===== src/rtl/fft_sequencer.sv =====
// Control block for an N = 2^LOG2N point radix-2 DIT FFT: load, two-phase butterfly
// schedule over ping-pong BRAM banks, twiddle addressing and a valid/ready output stream.
module fft_sequencer #(
    parameter int unsigned LOG2N  = 6,
    parameter int unsigned DATA_W = 32
) (
    input  logic              clk,
    input  logic              reset,
    input  logic              start,
    input  logic              inverse,
    input  logic              load,
    input  logic [LOG2N-1:0]  load_address,
    input  logic [DATA_W-1:0] data_in,
    output logic              busy,
    output logic              done,
    output logic              out_valid,
    input  logic              out_ready,
    output logic [LOG2N-1:0]  out_index,
    output logic [DATA_W-1:0] data_out,
    output logic [LOG2N-1:0]  bank0_addr_a,
    output logic [LOG2N-1:0]  bank0_addr_b,
    output logic [LOG2N-1:0]  bank1_addr_a,
    output logic [LOG2N-1:0]  bank1_addr_b,
    output logic              bank0_we,
    output logic              bank1_we,
    output logic [DATA_W-1:0] wr_data_a,
    output logic [DATA_W-1:0] wr_data_b,
    input  logic [DATA_W-1:0] rd0_a,
    input  logic [DATA_W-1:0] rd0_b,
    input  logic [DATA_W-1:0] rd1_a,
    input  logic [DATA_W-1:0] rd1_b,
    output logic [DATA_W-1:0] bf_a,
    output logic [DATA_W-1:0] bf_b,
    input  logic [DATA_W-1:0] bf_a_out,
    input  logic [DATA_W-1:0] bf_b_out,
    output logic [LOG2N-2:0]  twiddle_addr,
    output logic              twiddle_conj
);

    localparam logic RES_BANK = (LOG2N % 2) == 1;

    typedef enum logic [1:0] {S_IDLE, S_COMPUTE, S_OUTPUT} state_t;

    state_t              state, state_nx;
    logic [3:0]          level;
    logic [LOG2N-2:0]    iter;
    logic                phase;
    logic                inv_r;
    logic                done_r;
    logic [LOG2N:0]      fetch_idx;
    logic                rd_pend;
    logic [LOG2N-1:0]    out_cnt;
    logic                out_v, skid_v;
    logic [DATA_W-1:0]   out_d, skid_d;

    logic [LOG2N-1:0]    iter_ext, span, mask, addr_a, addr_b;
    logic [LOG2N-2:0]    tw_idx;
    logic                last_bfly, pop, issue;
    logic [1:0]          occ;
    logic [DATA_W-1:0]   rd_data;

    function automatic logic [LOG2N-1:0] bitrev(input logic [LOG2N-1:0] x);
        logic [LOG2N-1:0] r;
        r = '0;
        for (int unsigned i = 0; i < LOG2N; i++) r[i] = x[LOG2N-1-i];
        return r;
    endfunction

    always_comb begin
        iter_ext  = {1'b0, iter};
        span      = (LOG2N)'(1) << level;
        mask      = span - 1'b1;
        addr_a    = ((iter_ext >> level) << (level + 1'b1)) | (iter_ext & mask);
        addr_b    = addr_a + span;
        tw_idx    = (LOG2N-1)'((iter_ext & mask) << (4'(LOG2N - 1) - level));
        last_bfly = phase && (&iter) && (level == 4'(LOG2N - 1));
        rd_data   = RES_BANK ? rd1_a : rd0_a;
        pop       = out_v && out_ready;
        // Entries held after this cycle (out + skid, incl. arriving read); a new fetch needs a free slot.
        occ       = 2'(out_v) + 2'(skid_v) + 2'(rd_pend) - 2'(pop);
        issue     = (state == S_OUTPUT) && !fetch_idx[LOG2N] && (occ < 2'd2);
    end

    always_comb begin
        state_nx = state;
        case (state)
            S_IDLE:    if (start) state_nx = S_COMPUTE;
            S_COMPUTE: if (last_bfly) state_nx = S_OUTPUT;
            S_OUTPUT:  if (pop && (&out_cnt)) state_nx = S_IDLE;
            default:   state_nx = S_IDLE;
        endcase
    end

    always_comb begin
        bank0_addr_a = '0;
        bank0_addr_b = '0;
        bank1_addr_a = '0;
        bank1_addr_b = '0;
        bank0_we     = 1'b0;
        bank1_we     = 1'b0;
        wr_data_a    = '0;
        wr_data_b    = '0;
        bf_a         = '0;
        bf_b         = '0;
        twiddle_addr = '0;
        case (state)
            S_IDLE: begin
                // Both ports target the same word so the shared write enable cannot clobber another entry.
                if (load && !start) begin
                    bank0_addr_a = bitrev(load_address);
                    bank0_addr_b = bitrev(load_address);
                    wr_data_a    = data_in;
                    wr_data_b    = data_in;
                    bank0_we     = 1'b1;
                end
            end
            S_COMPUTE: begin
                bank0_addr_a = addr_a;
                bank0_addr_b = addr_b;
                bank1_addr_a = addr_a;
                bank1_addr_b = addr_b;
                twiddle_addr = tw_idx;
                if (phase) begin
                    bf_a      = level[0] ? rd1_a : rd0_a;
                    bf_b      = level[0] ? rd1_b : rd0_b;
                    wr_data_a = bf_a_out;
                    wr_data_b = bf_b_out;
                    bank0_we  = level[0];
                    bank1_we  = !level[0];
                end
            end
            S_OUTPUT: begin
                if (RES_BANK) bank1_addr_a = fetch_idx[LOG2N-1:0];
                else          bank0_addr_a = fetch_idx[LOG2N-1:0];
            end
            default: ;
        endcase
    end

    always_ff @(posedge clk or negedge reset) begin
        if (!reset) begin
            state     <= S_IDLE;
            level     <= '0;
            iter      <= '0;
            phase     <= 1'b0;
            inv_r     <= 1'b0;
            done_r    <= 1'b0;
            fetch_idx <= '0;
            rd_pend   <= 1'b0;
            out_cnt   <= '0;
            out_v     <= 1'b0;
            skid_v    <= 1'b0;
            out_d     <= '0;
            skid_d    <= '0;
        end else begin
            state  <= state_nx;
            done_r <= 1'b0;
            case (state)
                S_IDLE: begin
                    level     <= '0;
                    iter      <= '0;
                    phase     <= 1'b0;
                    fetch_idx <= '0;
                    rd_pend   <= 1'b0;
                    out_cnt   <= '0;
                    out_v     <= 1'b0;
                    skid_v    <= 1'b0;
                    if (start) inv_r <= inverse;
                end
                S_COMPUTE: begin
                    phase <= ~phase;
                    if (phase) begin
                        iter <= iter + 1'b1;
                        if (&iter) level <= level + 1'b1;
                    end
                end
                S_OUTPUT: begin
                    rd_pend <= issue;
                    if (issue) fetch_idx <= fetch_idx + 1'b1;
                    if (!out_v || pop) begin
                        if (skid_v) begin
                            out_d  <= skid_d;
                            out_v  <= 1'b1;
                            skid_v <= rd_pend;
                            skid_d <= rd_data;
                        end else begin
                            out_v <= rd_pend;
                            out_d <= rd_data;
                        end
                    end else if (rd_pend) begin
                        skid_v <= 1'b1;
                        skid_d <= rd_data;
                    end
                    if (pop) begin
                        out_cnt <= out_cnt + 1'b1;
                        if (&out_cnt) done_r <= 1'b1;
                    end
                end
                default: ;
            endcase
        end
    end

    assign busy         = (state != S_IDLE);
    assign done         = done_r;
    assign out_valid    = out_v;
    assign out_index    = out_cnt;
    assign data_out     = out_v ? out_d : '0;
    assign twiddle_conj = inv_r && (state != S_IDLE);

endmodule


===== config.mk =====
export PLATFORM = sky130hd
export DESIGN_NAME = fft_sequencer
export DESIGN_NICKNAME = d
export VERILOG_FILES = /design/src/rtl/fft_sequencer.sv
export SDC_FILE = /design/constraint.sdc
export NUM_CORES = 1
export LEC_CHECK = 0
export ABC_AREA = 1
export CAP_MARGIN = 10
export CORE_AREA = 8 8 164 166
export CTS_BUF_LIST = sky130_fd_sc_hd__clkbuf_4 sky130_fd_sc_hd__clkbuf_8
export DETAILED_ROUTE_END_ITERATION = 6
export DIE_AREA = 0 0 172 174
export PLACE_DENSITY = 0.64
export SYNTH_ARGS = -nofsm -noshare
export SYNTH_HDL_FRONTEND = slang
export SYNTH_SLANG_ARGS = --single-unit
export TNS_END_PERCENT = 100

===== constraint.sdc =====
create_clock -name clk -period 4.85 [get_ports clk]
set_clock_uncertainty 0.05 [all_clocks]
set_input_delay 0.485 -clock clk [delete_from_list [all_inputs] [get_ports clk]]
set_output_delay 0.485 -clock clk [all_outputs]
set_load 0.005 [all_outputs]

# Yosys cells after proc, flatten, opt, wreduce, memory -nomap -nowiden
# Cells that the tools add are included.
word_totals:
  regBits: 94
  elab_cells: 126
classes:
  n_lt_le_gt_ge: 1
  add_sub_neg: 10
  muxes: 52
  reduce_logical: 30
  n_eq_ne: 13
  shift: 4
  n_bitwise: 3
op_table:
  columns: ["cell", "n"]
  rows:
  - ["32-bit two-way mux", 14]
  - ["32-bit one-hot mux with 2 select lines", 2]
  - ["6-bit two-way mux", 4]
  - ["6-bit one-hot mux with 2 select lines", 2]
  - ["6-bit one-hot mux with 3 select lines", 1]
  - ["2-bit inequality test, second input constant", 7]
  - ["7-bit one-hot mux with 2 select lines", 1]
  - ["2-bit AND reduction", 7]
  - ["1-bit two-way mux", 12]
  - ["5-bit two-way mux", 2]
  - ["1-bit one-hot mux with 2 select lines", 5]
  - ["5-bit one-hot mux with 2 select lines", 1]
  - ["3-bit AND reduction", 3]
  - ["1-bit logical AND", 8]
  - ["4-bit two-way mux", 2]
  - ["4-bit one-hot mux with 2 select lines", 1]
  - ["2-bit nonzero test", 4]
  - ["7-bit by 1-bit adder with 7-bit output, second input constant", 1]
  - ["7-bit two-way mux", 1]
  - ["6-bit by 1-bit adder with 6-bit output, second input constant", 1]
  - ["6-bit adder", 1]
  - ["5-bit by 6-bit bitwise AND with 6-bit output", 1]
  - ["2-bit two-way mux", 3]
  - ["6-bit bitwise OR", 1]
  - ["24 further kinds", 28]

# Logic depth before layout (Yosys ltp)
depth:
  depth_word: 7
  mapped_depth: 24
  ltp_nobuf: 23

# Worst setup path before layout
# OpenSTA, ideal clock, no wires.
synth_timing:
  kind: "flip-flop to output port"
  startpoint: "register level[1]"
  endpoint: "output port bank0_addr_b[4]"
  t_required_ps: 4315
  stages_incl_launch_ff: 18
  slack_ps: 1570
  arrival_ps: 2745
  path_cell_list: "dfrtp_1 -> buf_4 -> inv_4 -> ha_1 -> inv_1 -> nor2_1 -> inv_1 -> ha_1 -> nor2_1 -> inv_1 -> o21ai_2 -> inv_1 -> fa_1 -> o21ai_0 -> a21oi_1 -> o21ai_0 -> a21oi_1 -> a21o_1"
synth_between:
  elab_chain_cells: 6
  word_cells_on_any_way: 9
  classes_between: "3 x add/sub; 3 x shift; 1 x mux; 2 x bitwise"
synth_lines:
  columns: ["element", "line_no", "source"]
  rows:
  - ["from (decl)", "45", "logic [3:0] level;"]
  - ["from (signal assigned)", "174", "if (&iter) level <= level + 1'b1;"]
  - ["parallel branches: the longest is 4 deep, another holds 4-bit by 1-bit adder with 4-bit output", null, null]
  - ["6-bit adder (*)", "74", "addr_b = addr_a + span;"]
  - ["6-bit one-hot mux with 2 select lines (*)", "106", "case (state)"]
  - ["to (decl)", "21", "output logic [LOG2N-1:0] bank0_addr_b,"]
# Every way passes the cells marked *.

# Worst setup path in the final report
layout_timing:
  startpoint: "register level[0]"
  endpoint: "output port bank0_addr_b[4]"
# The elaborated chain is that of the path after synthesis.

==> results.cfg <==
[run_status]
outcome = complete, no violations

[floorplan]
dieArea_um2 = 29900
die_x_um = 172
core_area_um2 = 24500
ios = 437
rows = 58
die_h_um = 174
start_util = 0.291

[logic_synthesis]
synth_cell_types = 41
syn_avg_cell_area_um2 = 6.35
synth.net_count = 1380
ys_warn_count = 0
synthCells = 1123
yosysSeqAreaShare = 0.330
syn_area_um2 = 7130
synth_seq_cells = 94

[grt]
grt_max_degree = 69
antenna_found_initial = 4
grt_pass1_wl_mm = 54.5
grt_use_total = 0.237
grt_pass1_vias = 8724
grt.overflow.total = 0

[final_layout]
finalNetCount = 1774
layout-drive-gt1-share = 0.0401
design_area_um2 = 11900
final_common_cell = clkdlybuf4s50_1
layout.area.seq_um2 = 2360
fill_cells = 2543
multi_input_area_um2 = 3810
final_cell_mix = 435 x clkdlybuf4s50_1, 340 x nand2_1, 162 x inv_1, 120 x o21ai_0
syn2layout_area_growth_pct = 66.7
utilization = 0.485

[route]
first_pass_iters = 5
drc = 0
wl_mm = 36.4
antenna_left = 0
vias = 8797
drt-initial-drc-count = 622
post_drt_via_cell_ratio = 4.74
wl_per_cell_um = 19.6

[sta]
hold_violations = 0
worst_slew_pin_slew_ns = 1.15
finalCriticalPeriod_ns = 4.62
fin_crit_sh = 0.953
slew_headroom = 0.227
rsz0062_at_grt = false
max_freq_mhz = 216
setup-tns-final_ns = 0
setup_ws_ns = 0.230
drv_slew = 0
final-setup-viol-count = 0

[clocking]
clock_latency_ns = 0.39
cts_sinks = 94
h-tree-depth = 3
clkTransAtPathRegs_ns = 0.11
cts_buffers = 9
cts_root_buf = clkbuf_8
hold_buffers = 0
clock_path_buffers = 2
cts_tree = yes

[worst_setup_path]
path_max_fanout = 30
cp-end-kind = primary output
path_class = reg2out
cp.required_ns = 4.32
start_kind = flop
arrival_ns = 4.09

[power_and_ir_drop]
peakVddDrop_mv = 0.181
total_power_mw = 1.81
power.density_nw_per_um2 = 152
p_leak_nw = 5.71

[place]
dp_slack_ns = 0.681
dp_hpwl_mm = 29.8
port_buffers = 436
place_area_um2 = 11700
place.gp.congestion = 0.911

[min_path]
hold_class = in2async

[run]
drv_cap = 0
==> state kept, by name (all words and copies together), names as in the netlist <==
name / flops
done: 1
fetch_idx: 7
inv_r: 1
iter: 5
level: 4
out_d: 32
out_index: 6
out_valid: 1
phase: 1
rd_pend: 1
skid_d: 32
skid_v: 1
state: 2
==> report_power, final <==
part	leakage [nW]	switching, mW	internal, mW	total (mW)
Combinational	4.43	0.154	0.288	0.442
Clock	0.103	0.312	0.253	0.565
Sequential	1.18	0.00707	0.797	0.804
==> metal layers <==
layer  part of all wire  up-vias  GRT usage
met5                  0        -          0
li1                   -     4375          -
met2               0.54      291      0.451
met4              0.024        0     0.0665
met3              0.064       40     0.0567
met1               0.37     4091      0.253
==> path summary, 6_finish.rpt <==
check	from	to	slack, ns	cells past startpoint
min	reset	skid_d[13]	0.08	1
max	level[0]	bank0_addr_b[4]	0.23	13
max in group asynchronous	reset	skid_d[25]	3.64	2
max reg2reg	out_valid	fetch_idx[5]	2.32	15
min in group clk	fetch_idx[2]	fetch_idx[2]	0.44	1
min reg2reg	fetch_idx[2]	fetch_idx[2]	0.44	1
==> synthesized netlist by cell type <==
master    instances  area share
nor2_4            3      0.0047
buf_4             5      0.0053
o21ai_2           2      0.0025
clkbuf_1         22       0.012
a21oi_1          20       0.014
nor2_2            4      0.0035
a22oi_1           2      0.0021
inv_2             8      0.0042
nor3_2            1      0.0014
nor2_1           70       0.037
ha_1             20       0.035
xnor2_1           1      0.0012
buf_2            30       0.021
buf_1             3      0.0016
a22o_1            1      0.0012
o21ai_1          44       0.031
a31oi_1          33       0.029
clkinv_1          1     0.00053
o21bai_2          1      0.0016
o211ai_1          5      0.0053
nor3_1            6      0.0042
inv_1           162       0.085
buf_6             5      0.0079
o221ai_1          1      0.0012
fa_1              1      0.0028
inv_4             1     0.00088
or2_1             2      0.0018
a21oi_2           2      0.0025
o21ai_0         120       0.084
nand3_2           2      0.0028
a21o_1            3      0.0032
o31ai_1           3      0.0032
nand2_1         340        0.18
nand3_1          93       0.065
dfrtp_1          94        0.33
nand4_1           3      0.0026
o22ai_1           5      0.0044
a32o_1            1      0.0014
a211oi_2          1      0.0018
or2_2             1     0.00088
nand2_4           1      0.0016
==> worst max-delay path, cell delays in order, from the launching register on <==
cell and delay, ns:
dfrtp_4 0.65, inv_2 0.22, ha_1 0.40, inv_1 0.23
nand4_1 0.18, o21ai_1 0.23, ha_1 0.23, inv_1 0.07
fa_1 0.40, o21ai_0 0.17, a21oi_1 0.09, a21oi_1 0.23
a21o_1 0.11, clkdlybuf4s50_1 0.49
==> final cells by class <==
type,count,share of cell area
clock buffer,10,0.0110
antenna,3,0.000631
clock inverter,6,0.00631
multi-input combinational,792,0.320
inverter,172,0.0545
timing repair buffer,448,0.374
sequential,94,0.198
tap,330,0.0347
==> logic make-up after synthesis <==
logic type	Yosys count	synth area share
AND/OR/NAND/NOR	526	0.305
flip-flops	94	0.330
buffers and inverters	237	0.138
XOR/XNOR	1	0.00123
adder cells (fa/ha/maj)	21	0.0379
AO/OA/AOI/OAI	244	0.188
==> what timing repair did <==
action | 4_1_cts | 5_1_grt
resized for setup | 0 | 1
setup endpoints to repair | 0 | 1
buffers inserted | 0 | 0
==> stage by stage <==
step,hold slack (ns),instances
after floorplan,0.139,1123
after global placement,0.405,1836
after detailed placement,0.424,1836
after CTS,0.105,1852
after global routing,0.129,1854
final,0.0830,1855
Power figures use the tool's default switching activity.
